$ cat src/rtl/rvm_gpr_port_ctrl_pkg.sv
// Shared types for the GPR port sequencer: FSM state encoding and the
// rule that decides whether a GPR port access is really performed.
package rvm_gpr_port_ctrl_pkg;

  localparam int unsigned XLEN   = 32;
  localparam int unsigned IDX_W  = 5;

  typedef enum logic [1:0] {
    GPRC_IDLE  = 2'd0,
    GPRC_WRITE = 2'd1,
    GPRC_READ  = 2'd2,
    GPRC_OPND  = 2'd3
  } gprc_state_e;

  // x0 is hardwired to zero, so any access to index 0 is suppressed.
  function automatic logic port_active(input logic en, input logic [IDX_W-1:0] idx);
    return en && (idx != '0);
  endfunction

endpackage

$ cat src/rtl/rvm_gpr_port_ctrl.sv
// Operand-fetch / write-back sequencer owning all GPR file port timing.
//   state | meaning
//   IDLE  | accept write-back (priority) or operand read request
//   WRITE | drive GPR write port from latched rd/data for one cycle
//   READ  | drive GPR read ports, capture operands at the edge
//   OPND  | hold operands valid until the consumer takes them
module rvm_gpr_port_ctrl
  import rvm_gpr_port_ctrl_pkg::*;
(
  input  logic        clk,
  input  logic        resetn,
  output logic        clk_req,

  input  logic        req_valid,
  output logic        req_ready,
  input  logic        req_rs1_en,
  input  logic        req_rs2_en,
  input  logic [4:0]  req_rs1,
  input  logic [4:0]  req_rs2,

  output logic        opnd_valid,
  input  logic        opnd_ready,
  output logic [31:0] opnd_rs1,
  output logic [31:0] opnd_rs2,

  input  logic        wb_valid,
  output logic        wb_ready,
  input  logic [4:0]  wb_rd,
  input  logic [31:0] wb_data,

  output logic        rs1_en,
  output logic [4:0]  rs1_addr,
  input  logic [31:0] rs1_rdata,
  output logic        rs2_en,
  output logic [4:0]  rs2_addr,
  input  logic [31:0] rs2_rdata,

  output logic        rd_wen,
  output logic [4:0]  rd_addr,
  output logic [31:0] rd_wdata
);

  gprc_state_e      r_state;
  logic [IDX_W-1:0] r_wb_rd;
  logic [XLEN-1:0]  r_wb_data;
  logic             r_rs1_en;
  logic             r_rs2_en;
  logic [IDX_W-1:0] r_rs1;
  logic [IDX_W-1:0] r_rs2;
  logic [XLEN-1:0]  r_opnd_rs1;
  logic [XLEN-1:0]  r_opnd_rs2;

  logic w_idle;
  logic w_in_write;
  logic w_in_read;
  logic w_in_opnd;
  logic w_rs1_act;
  logic w_rs2_act;

  assign w_idle     = (r_state == GPRC_IDLE);
  assign w_in_write = (r_state == GPRC_WRITE);
  assign w_in_read  = (r_state == GPRC_READ);
  assign w_in_opnd  = (r_state == GPRC_OPND);

  assign w_rs1_act  = w_in_read && port_active(r_rs1_en, r_rs1);
  assign w_rs2_act  = w_in_read && port_active(r_rs2_en, r_rs2);

  always_ff @(posedge clk or negedge resetn) begin
    if (!resetn) begin
      r_state    <= GPRC_IDLE;
      r_wb_rd    <= '0;
      r_wb_data  <= '0;
      r_rs1_en   <= 1'b0;
      r_rs2_en   <= 1'b0;
      r_rs1      <= '0;
      r_rs2      <= '0;
      r_opnd_rs1 <= '0;
      r_opnd_rs2 <= '0;
    end else begin
      unique case (r_state)
        GPRC_IDLE: begin
          if (wb_valid) begin
            r_wb_rd   <= wb_rd;
            r_wb_data <= wb_data;
            r_state   <= GPRC_WRITE;
          end else if (req_valid) begin
            r_rs1_en  <= req_rs1_en;
            r_rs2_en  <= req_rs2_en;
            r_rs1     <= req_rs1;
            r_rs2     <= req_rs2;
            r_state   <= GPRC_READ;
          end
        end
        GPRC_WRITE: begin
          r_state <= GPRC_IDLE;
        end
        GPRC_READ: begin
          // Disabled or x0 ports yield zero rather than whatever the file drives.
          r_opnd_rs1 <= w_rs1_act ? rs1_rdata : '0;
          r_opnd_rs2 <= w_rs2_act ? rs2_rdata : '0;
          r_state    <= GPRC_OPND;
        end
        GPRC_OPND: begin
          if (opnd_ready) r_state <= GPRC_IDLE;
        end
        default: r_state <= GPRC_IDLE;
      endcase
    end
  end

  assign wb_ready   = w_idle;
  assign req_ready  = w_idle && !wb_valid;
  assign clk_req    = !w_idle || req_valid || wb_valid;

  assign rd_wen     = w_in_write && (r_wb_rd != '0);
  assign rd_addr    = w_in_write ? r_wb_rd   : '0;
  assign rd_wdata   = w_in_write ? r_wb_data : '0;

  assign rs1_en     = w_rs1_act;
  assign rs2_en     = w_rs2_act;
  assign rs1_addr   = w_in_read ? r_rs1 : '0;
  assign rs2_addr   = w_in_read ? r_rs2 : '0;

  assign opnd_valid = w_in_opnd;
  assign opnd_rs1   = r_opnd_rs1;
  assign opnd_rs2   = r_opnd_rs2;

endmodule
$ cat config.mk
export PLATFORM = sky130hd
export DESIGN_NAME = rvm_gpr_port_ctrl
export DESIGN_NICKNAME = d
export VERILOG_FILES = /design/src/rtl/rvm_gpr_port_ctrl_pkg.sv /design/src/rtl/rvm_gpr_port_ctrl.sv
export SDC_FILE = /design/constraint.sdc
export NUM_CORES = 1
export LEC_CHECK = 0
export BUFFER_PORTS_ARGS = -buffer_cell sky130_fd_sc_hd__buf_2
export CAP_MARGIN = 20
export CORE_MARGIN = 1.5
export CORE_UTILIZATION = 35
export DETAILED_ROUTE_END_ITERATION = 8
export GPL_ROUTABILITY_DRIVEN = 0
export PLACE_DENSITY = 0.64
export SLEW_MARGIN = 10
export SYNTH_ARGS = -nofsm -noshare
export SYNTH_HDL_FRONTEND = slang
export SYNTH_SLANG_ARGS = --single-unit
$ cat constraint.sdc
create_clock -name clk -period 2.08 [get_ports clk]
set_clock_uncertainty 0.05 [all_clocks]
set_input_delay 0.52 -clock clk [delete_from_list [all_inputs] [get_ports clk]]
set_output_delay 0.52 -clock clk [all_outputs]
set_load 0.01 [all_outputs]
==> impl_metrics.csv, run 1 <==
group,metric,value,unit
global_routing,grt_use_met2,31.8,%
global_routing,met3_usage,6.23,%
clocking,cts_sinks,115,
final_layout,filler_cell_count,1287,
clocking,htree_levels,4,
drt,drtPass1Iterations,4,
sta,fin_ws,-0.129,ns
drt,wl_per_cell,16.5,um
sta,fin_crit_sh,106,%
die,io_pins,236,
final_layout,area_delta_synth_final,45.9,%
global_routing,grt_pass1_wl,21800,um
die,core.rowCount,43,
die,die_w,124,um
power,p_per_area,1630,nW/um^2
die,initial_core_util,36.3,%
critical_path,crit_fanout,2,
drt,viasPerCell,4.81,
power,power_switching,4330,uW
power,internal_power,7750,uW
logic_synthesis,yosys.area.top_type,"dfrtp_1",
drt,detail-route-antenna-nets,0,
sta,slew_viol_final,0,
critical_path,worstPathRequired,1.51,ns
global_routing,grt_max_degree,62,
clocking,cts_tree,"yes",
power,p_clk_share,21.8,%
logic_synthesis,ys_top_cells_by_area,"dfrtp_1 (56%), mux2_4 (8.8%), nand3_1 (6.3%)",
placed_design,portBuffers,235,
drt,drc,0,
logic_synthesis,synth-seq-area-share,56.5,%
critical_path,critPathLaunchType,"flop",
final_layout,diodes,0,
clocking,clkLatencyLatePin,0.41,ns
global_routing,antenna_found_initial,0,
outcome,status,"finished, violations left",
critical_path,crit_type,"flop to primary output",
sta,worst_slew_pin_slew,0.379,ns
clocking,clkTransAtPathRegs,0.05,ns
sta,setup_viol,27,
sta,hold_viol_final,0,
power,irDropWorstVdd,722,uV
final_layout,nNetsFinal,842,
placed_design,dp_hpwl,9690,um
logic_synthesis,syn_inst,467,
critical_path,cp_data_arrival_time,1.64,ns
global_routing,grt_use_total,18.8,%
clocking,clk_path_buf_depth,2,
global_routing,met1_usage,21.9,%
logic_synthesis,syn_nets,585,
clocking,cts_root_buffer,"clkbuf_16",
global_routing,grt_pass1_vias,4374,
power,seqPwrFrac,32.7,%
drt,drtIter0Drc,139,
logic_synthesis,postSynthAreaPerCell,10.9,um^2
global_routing,busiest_layer,"met2",
sta,clock.fmax,453,MHz
critical_path,worst_setup_path_end_kind,"primary output",
logic_synthesis,netlist.area_leader.share,56.5,%
outcome,failed_checks,"setup timing",
power,total_power,12100,uW
logic_synthesis,synth-seq-cells,115,
job,drv_cap,0,
logic_synthesis,ys_warn_count,0,
die,die_height,124,um
min_path,hold_path.class,"input port to flop",
sta,max-slew-margin-rel,74.7,%
power,switching_share,35.8,%
sta,rsz0062_at_grt,"yes",
final_layout,drive_gt1_share,52.8,%
sta,post-route-min-period,2.21,ns
logic_synthesis,ys_types,23,
drt,routed_wl,15100,um
die,dieArea,15300,um^2
power,p_leak,0.00381,uW
sta,hold-worst-slack,0.258,ns
clocking,numCtsBuffers,17,
drt,vias,4409,
power,power_frac_comb,45.6,%
logic_synthesis,syn-cell-area,5090,um^2
die,placeableCoreArea,14000,um^2
global_routing,grt_overflow,0,
==> metrics by stage <==
stage / cells / utilization [%] / cell area (um^2) / setup slack [ns] / setup TNS, ns
4_1_cts: 908 / 51.2 / 7190 / -0.129 / -1.38
3_5_place_dp: 859 / 45.9 / 6440 / 0.266 / 0
6_report: 917 / 52.9 / 7430 / -0.129 / -2.09
2_1_floorplan: 467 / - / 5090 / 0.211 / 0
3_3_place_gp: 859 / 45.9 / 6440 / 0.272 / 0
5_1_grt: 917 / 52.9 / 7430 / -0.188 / -4.10
==> layout by cell type, fill, tap and decap left out <==
cell           netlist  layout
a21oi_1              4       4
and2_1              49      26
and2_4               1      24
and2b_4              0       2
buf_12               0       3
buf_2                5     214
buf_4                8      31
buf_6                5      25
buf_8                0       1
bufinv_16            0       1
clkbuf_1            21       2
clkbuf_16            0      18
clkbuf_8             0       1
clkinv_2             0       9
clkinvlp_4           0       2
dfrtp_1            115     113
dfrtp_2              0       2
dlygate4sd3_1        0       1
inv_2                0       1
mux2_1               3       3
mux2_2              16      16
mux2_4              30      30
nand2_1             66      66
nand2b_1             2       1
nand2b_2             0       1
nand3_1             64      64
nor2_1               4       3
nor2_2               1       1
nor2_4               2       3
nor3_4               0       1
o21a_1               1       1
o21ai_1             64      64
or4_4                0       3
==> cell usage after synthesis, drive strengths merged <==
library cell and n:
nor2 7, a21oi 4, inv 1, o21ai 64
nand2 66, and2b 1, and2 50, buf 18
nand3 64, dfrtp 115, mux2 49, or4 3
o21a 1, nand2b 2, clkbuf 21, nor3 1
==> registers in the layout, indices dropped and copies added (netlist names) <==
register,flops
opnd_rs1,32
opnd_rs2,32
r_wb_data,32
r_rs1,5
r_rs2,5
r_wb_rd,5
r_state,2
r_rs1_en,1
r_rs2_en,1
==> cell families after synthesis <==
kind of cell	count (synthesis)	synth area share [%]
mux	49	13.0
buf+inv	40	4.40
compound gates	69	6.83
flops	115	56.5
simple gates	194	19.2
==> layout make-up <==
type / instances / area, um^2 / share of cell area (%)
repair buffers: 276 / 1700 / 22.8
flip-flops and latches: 115 / 2880 / 38.8
multi-input cells: 313 / 2090 / 28.1
well taps: 180 / 225 / 3.03
clock inverters: 12 / 90.1 / 1.21
inverters: 1 / 3.75 / 0.0505
clock buffers: 20 / 447 / 6.01
==> critical path, stage by stage (launching register included) <==
cell and delay (ns):
dfrtp_1 0.38, or4_4 0.53, o21a_1 0.18, buf_2 0.13
==> power by group through the flow <==
stage | sequential [uW] | clock, uW | combinational (uW)
finish | 3940 | 2630 | 5500
CTS | 3910 | 2700 | 5070
global route | 4070 | 2820 | 6030
detailed placement | 3950 | 0 | 4570
global placement | 3900 | 0 | 4490
floorplan | 4080 | 0 | 2710
==> per-layer routing <==
| metal | share of wire [%] | wire [um] |
|---|---|---|
| met1 | 40 | 6050 |
| met2 | 51 | 7630 |
| met3 | 7.7 | 1160 |
| met4 | 1.8 | 268 |
| met5 | 0 | 0 |
==> worst paths after layout <==
path / cells after the start / from / end / slack, ns
setup reg to reg: 6 / r_state[1] / r_wb_data[7] / 0.23
hold reg to reg: 2 / opnd_rs1[9] / opnd_rs1[9] / 0.43
min in group asynchronous: 2 / resetn / r_wb_data[30] / 0.51
max in group asynchronous: 3 / resetn / opnd_rs1[4] / 0.85
hold / removal: 2 / opnd_ready / r_state[1] / 0.26
setup / recovery: 3 / r_wb_rd[2] / rd_wen / -0.13
==> timing repair <==
item / 4_1_cts / 5_1_grt
pin swaps: 10 / 13
resized for setup: 15 / 52
hold buffers: 1 / 0
endpoints found under the setup margin: 50 / 51
endpoints found under the hold margin: 19 / 0
buffers inserted: 14 / 9
gates cloned: 2 / 3
No activity file was read; power rests on OpenSTA's default activity.
==> inputs of run 2 (changes only) <==
--- a/config.mk
+++ b/config.mk
@@ -16,3 +16,4 @@
 export SYNTH_ARGS = -nofsm -noshare
 export SYNTH_HDL_FRONTEND = slang
 export SYNTH_SLANG_ARGS = --single-unit
+export TNS_END_PERCENT = 30
==> run 2 against run 1 <==
Net effect:
- the run still ends with setup timing left
- critical endpoint unchanged
- cell area shrank 0.91%
- clock-buffer cell count unchanged
- setup slack worse by 0.024 ns
- global-route usage decreased by 0.22 points
- combinational power is 2% lower
- non-clock buffer count down 7
- first-iteration DRC count rose by 34%
- core utilization fell by 0.48 points
- hold slack gained 0.00067 ns
- largest power group unchanged
- sequential share of layout area rose by 0.36 points
- critical path depth unchanged
==> impl_metrics.csv, run 2 (same netlist as run 1, synthesis figures left out) <==
group,metric,value,unit
outcome,status,"finished, violations left",
outcome,failed_checks,"setup timing",
drt,detail-route-antenna-nets,0,
drt,drc,0,
die,core.rowCount,43,
placed_design,portBuffers,235,
sta,rsz0062_at_grt,"yes",
clocking,cts_sinks,115,
sta,fin_ws,-0.153,ns
die,dieArea,15300,um^2
global_routing,grt_pass1_wl,21600,um
sta,worst_slew_pin_slew,0.376,ns
final_layout,layout_common_cells,"buf_2 (219), dfrtp_1 (113), nand2_1 (66)",
die,placeableCoreArea,14000,um^2
sta,setup_viol,37,
critical_path,critPathLaunchType,"flop",
die,die_w,124,um
final_layout,mostFrequentLayoutCell,"buf_2",
sta,tns,-1.24,ns
clocking,numCtsBuffers,17,
min_path,hold_path.class,"input port to flop",
sta,fin_crit_sh,107,%
die,io_pins,236,
clocking,clkLatencyLatePin,0.41,ns
critical_path,crit_type,"flop to primary output",
global_routing,grt_overflow,0,
global_routing,grt_use_total,18.6,%
power,p_leak,0.00378,uW
drt,drtIter0Drc,186,
final_layout,nNetsFinal,834,
final_layout,final_util,52.4,%
drt,drtPass1Iterations,4,
drt,routed_wl,14800,um
sta,clock.fmax,448,MHz
critical_path,cp_data_arrival_time,1.66,ns
final_layout,diodes,0,
final_layout,area_delta_synth_final,44.6,%
drt,vias,4375,
job,drv_cap,0,
drt,viasPerCell,4.81,
sta,hold-worst-slack,0.259,ns
critical_path,worst_setup_path_end_kind,"primary output",
clocking,clkTransAtPathRegs,0.05,ns
final_layout,final_area,7360,um^2
sta,slew_viol_final,0,
power,p_per_area,1620,nW/um^2
clocking,cts_tree,"yes",
final_layout,drive_gt1_share,51.2,%
clocking,clk_path_buf_depth,2,
clocking,cts_root_buffer,"clkbuf_16",
sta,hold_viol_final,0,
sta,max-slew-margin-rel,74.9,%
global_routing,grt_pass1_vias,4361,
global_routing,antenna_found_initial,0,
clocking,htree_levels,4,
final_layout,filler_cell_count,1280,
placed_design,place_area,6440,um^2
critical_path,crit_fanout,3,
die,initial_core_util,36.3,%
critical_path,worstPathRequired,1.51,ns
die,die_height,124,um
global_routing,grt_max_degree,62,
drt,wl_per_cell,16.3,um
placed_design,dp_hpwl,9690,um
sta,post-route-min-period,2.23,ns
power,irDropWorstVdd,692,uV
[run 2: area by class of cell]
class / instances / area [um^2] / area share [%]
clock buffers: 20 / 447 / 6.07
inverters: 1 / 3.75 / 0.0510
clock inverters: 12 / 90.1 / 1.22
well taps: 180 / 225 / 3.06
flip-flops and latches: 115 / 2880 / 39.1
multi-input cells: 312 / 2060 / 28.0
repair buffers: 269 / 1660 / 22.5
[run 2: path summary, 6_finish.rpt]
check	from	endpoint	slack, ns	cells past startpoint
setup / recovery	r_wb_rd[1]	rd_wen	-0.15	3
hold / removal	opnd_ready	r_state[1]	0.26	2
setup reg to reg	r_state[1]	r_wb_data[7]	0.34	5
hold reg to reg	opnd_rs1[9]	opnd_rs1[9]	0.43	2
max in group asynchronous	resetn	opnd_rs1[4]	0.85	3
min in group asynchronous	resetn	r_wb_data[30]	0.50	2
[run 2: worst max-delay path: stages, from the launching register on]
cell and delay, ns:
dfrtp_1 0.41, or4_4 0.54, o21a_1 0.17, buf_2 0.13
[run 2: metal layers]
| layer | vias to the layer above | GRT usage, % | routed length (um) |
|---|---|---|---|
| li1 | 2074 | - | - |
| met1 | 2114 | 21.7 | 5970 |
| met2 | 170 | 31.4 | 7410 |
| met3 | 17 | 6.18 | 1110 |
| met4 | 0 | 7.69 | 289 |
| met5 | - | 0 | 0 |
[run 2: what timing repair did]
item | 4_1_cts | 5_1_grt
pin swaps | 2 | 13
setup endpoints to repair | 50 | 51
hold buffers | 1 | 0
endpoints found under the hold margin | 19 | 0
gates resized for setup | 7 | 36
buffers inserted | 9 | 3
gates cloned | 2 | 3
[run 2: metrics by stage]
stage / cells / setup slack, ns / total power [uW]
6_report: 909 / -0.153 / 11900
4_1_cts: 903 / -0.129 / 11600
3_3_place_gp: 859 / 0.272 / 8390
2_1_floorplan: 467 / 0.211 / 6780
3_5_place_dp: 859 / 0.266 / 8520
5_1_grt: 909 / -0.227 / 12800
[run 2: report_power, final]
group / switching, uW / leakage (uW) / total [uW] / internal [uW]
sequential: 621 / 0.00144 / 3940 / 3320
clock: 990 / 0.000269 / 2640 / 1650
combinational: 2650 / 0.00206 / 5370 / 2720
total: 4260 / 0.00378 / 11900 / 7690
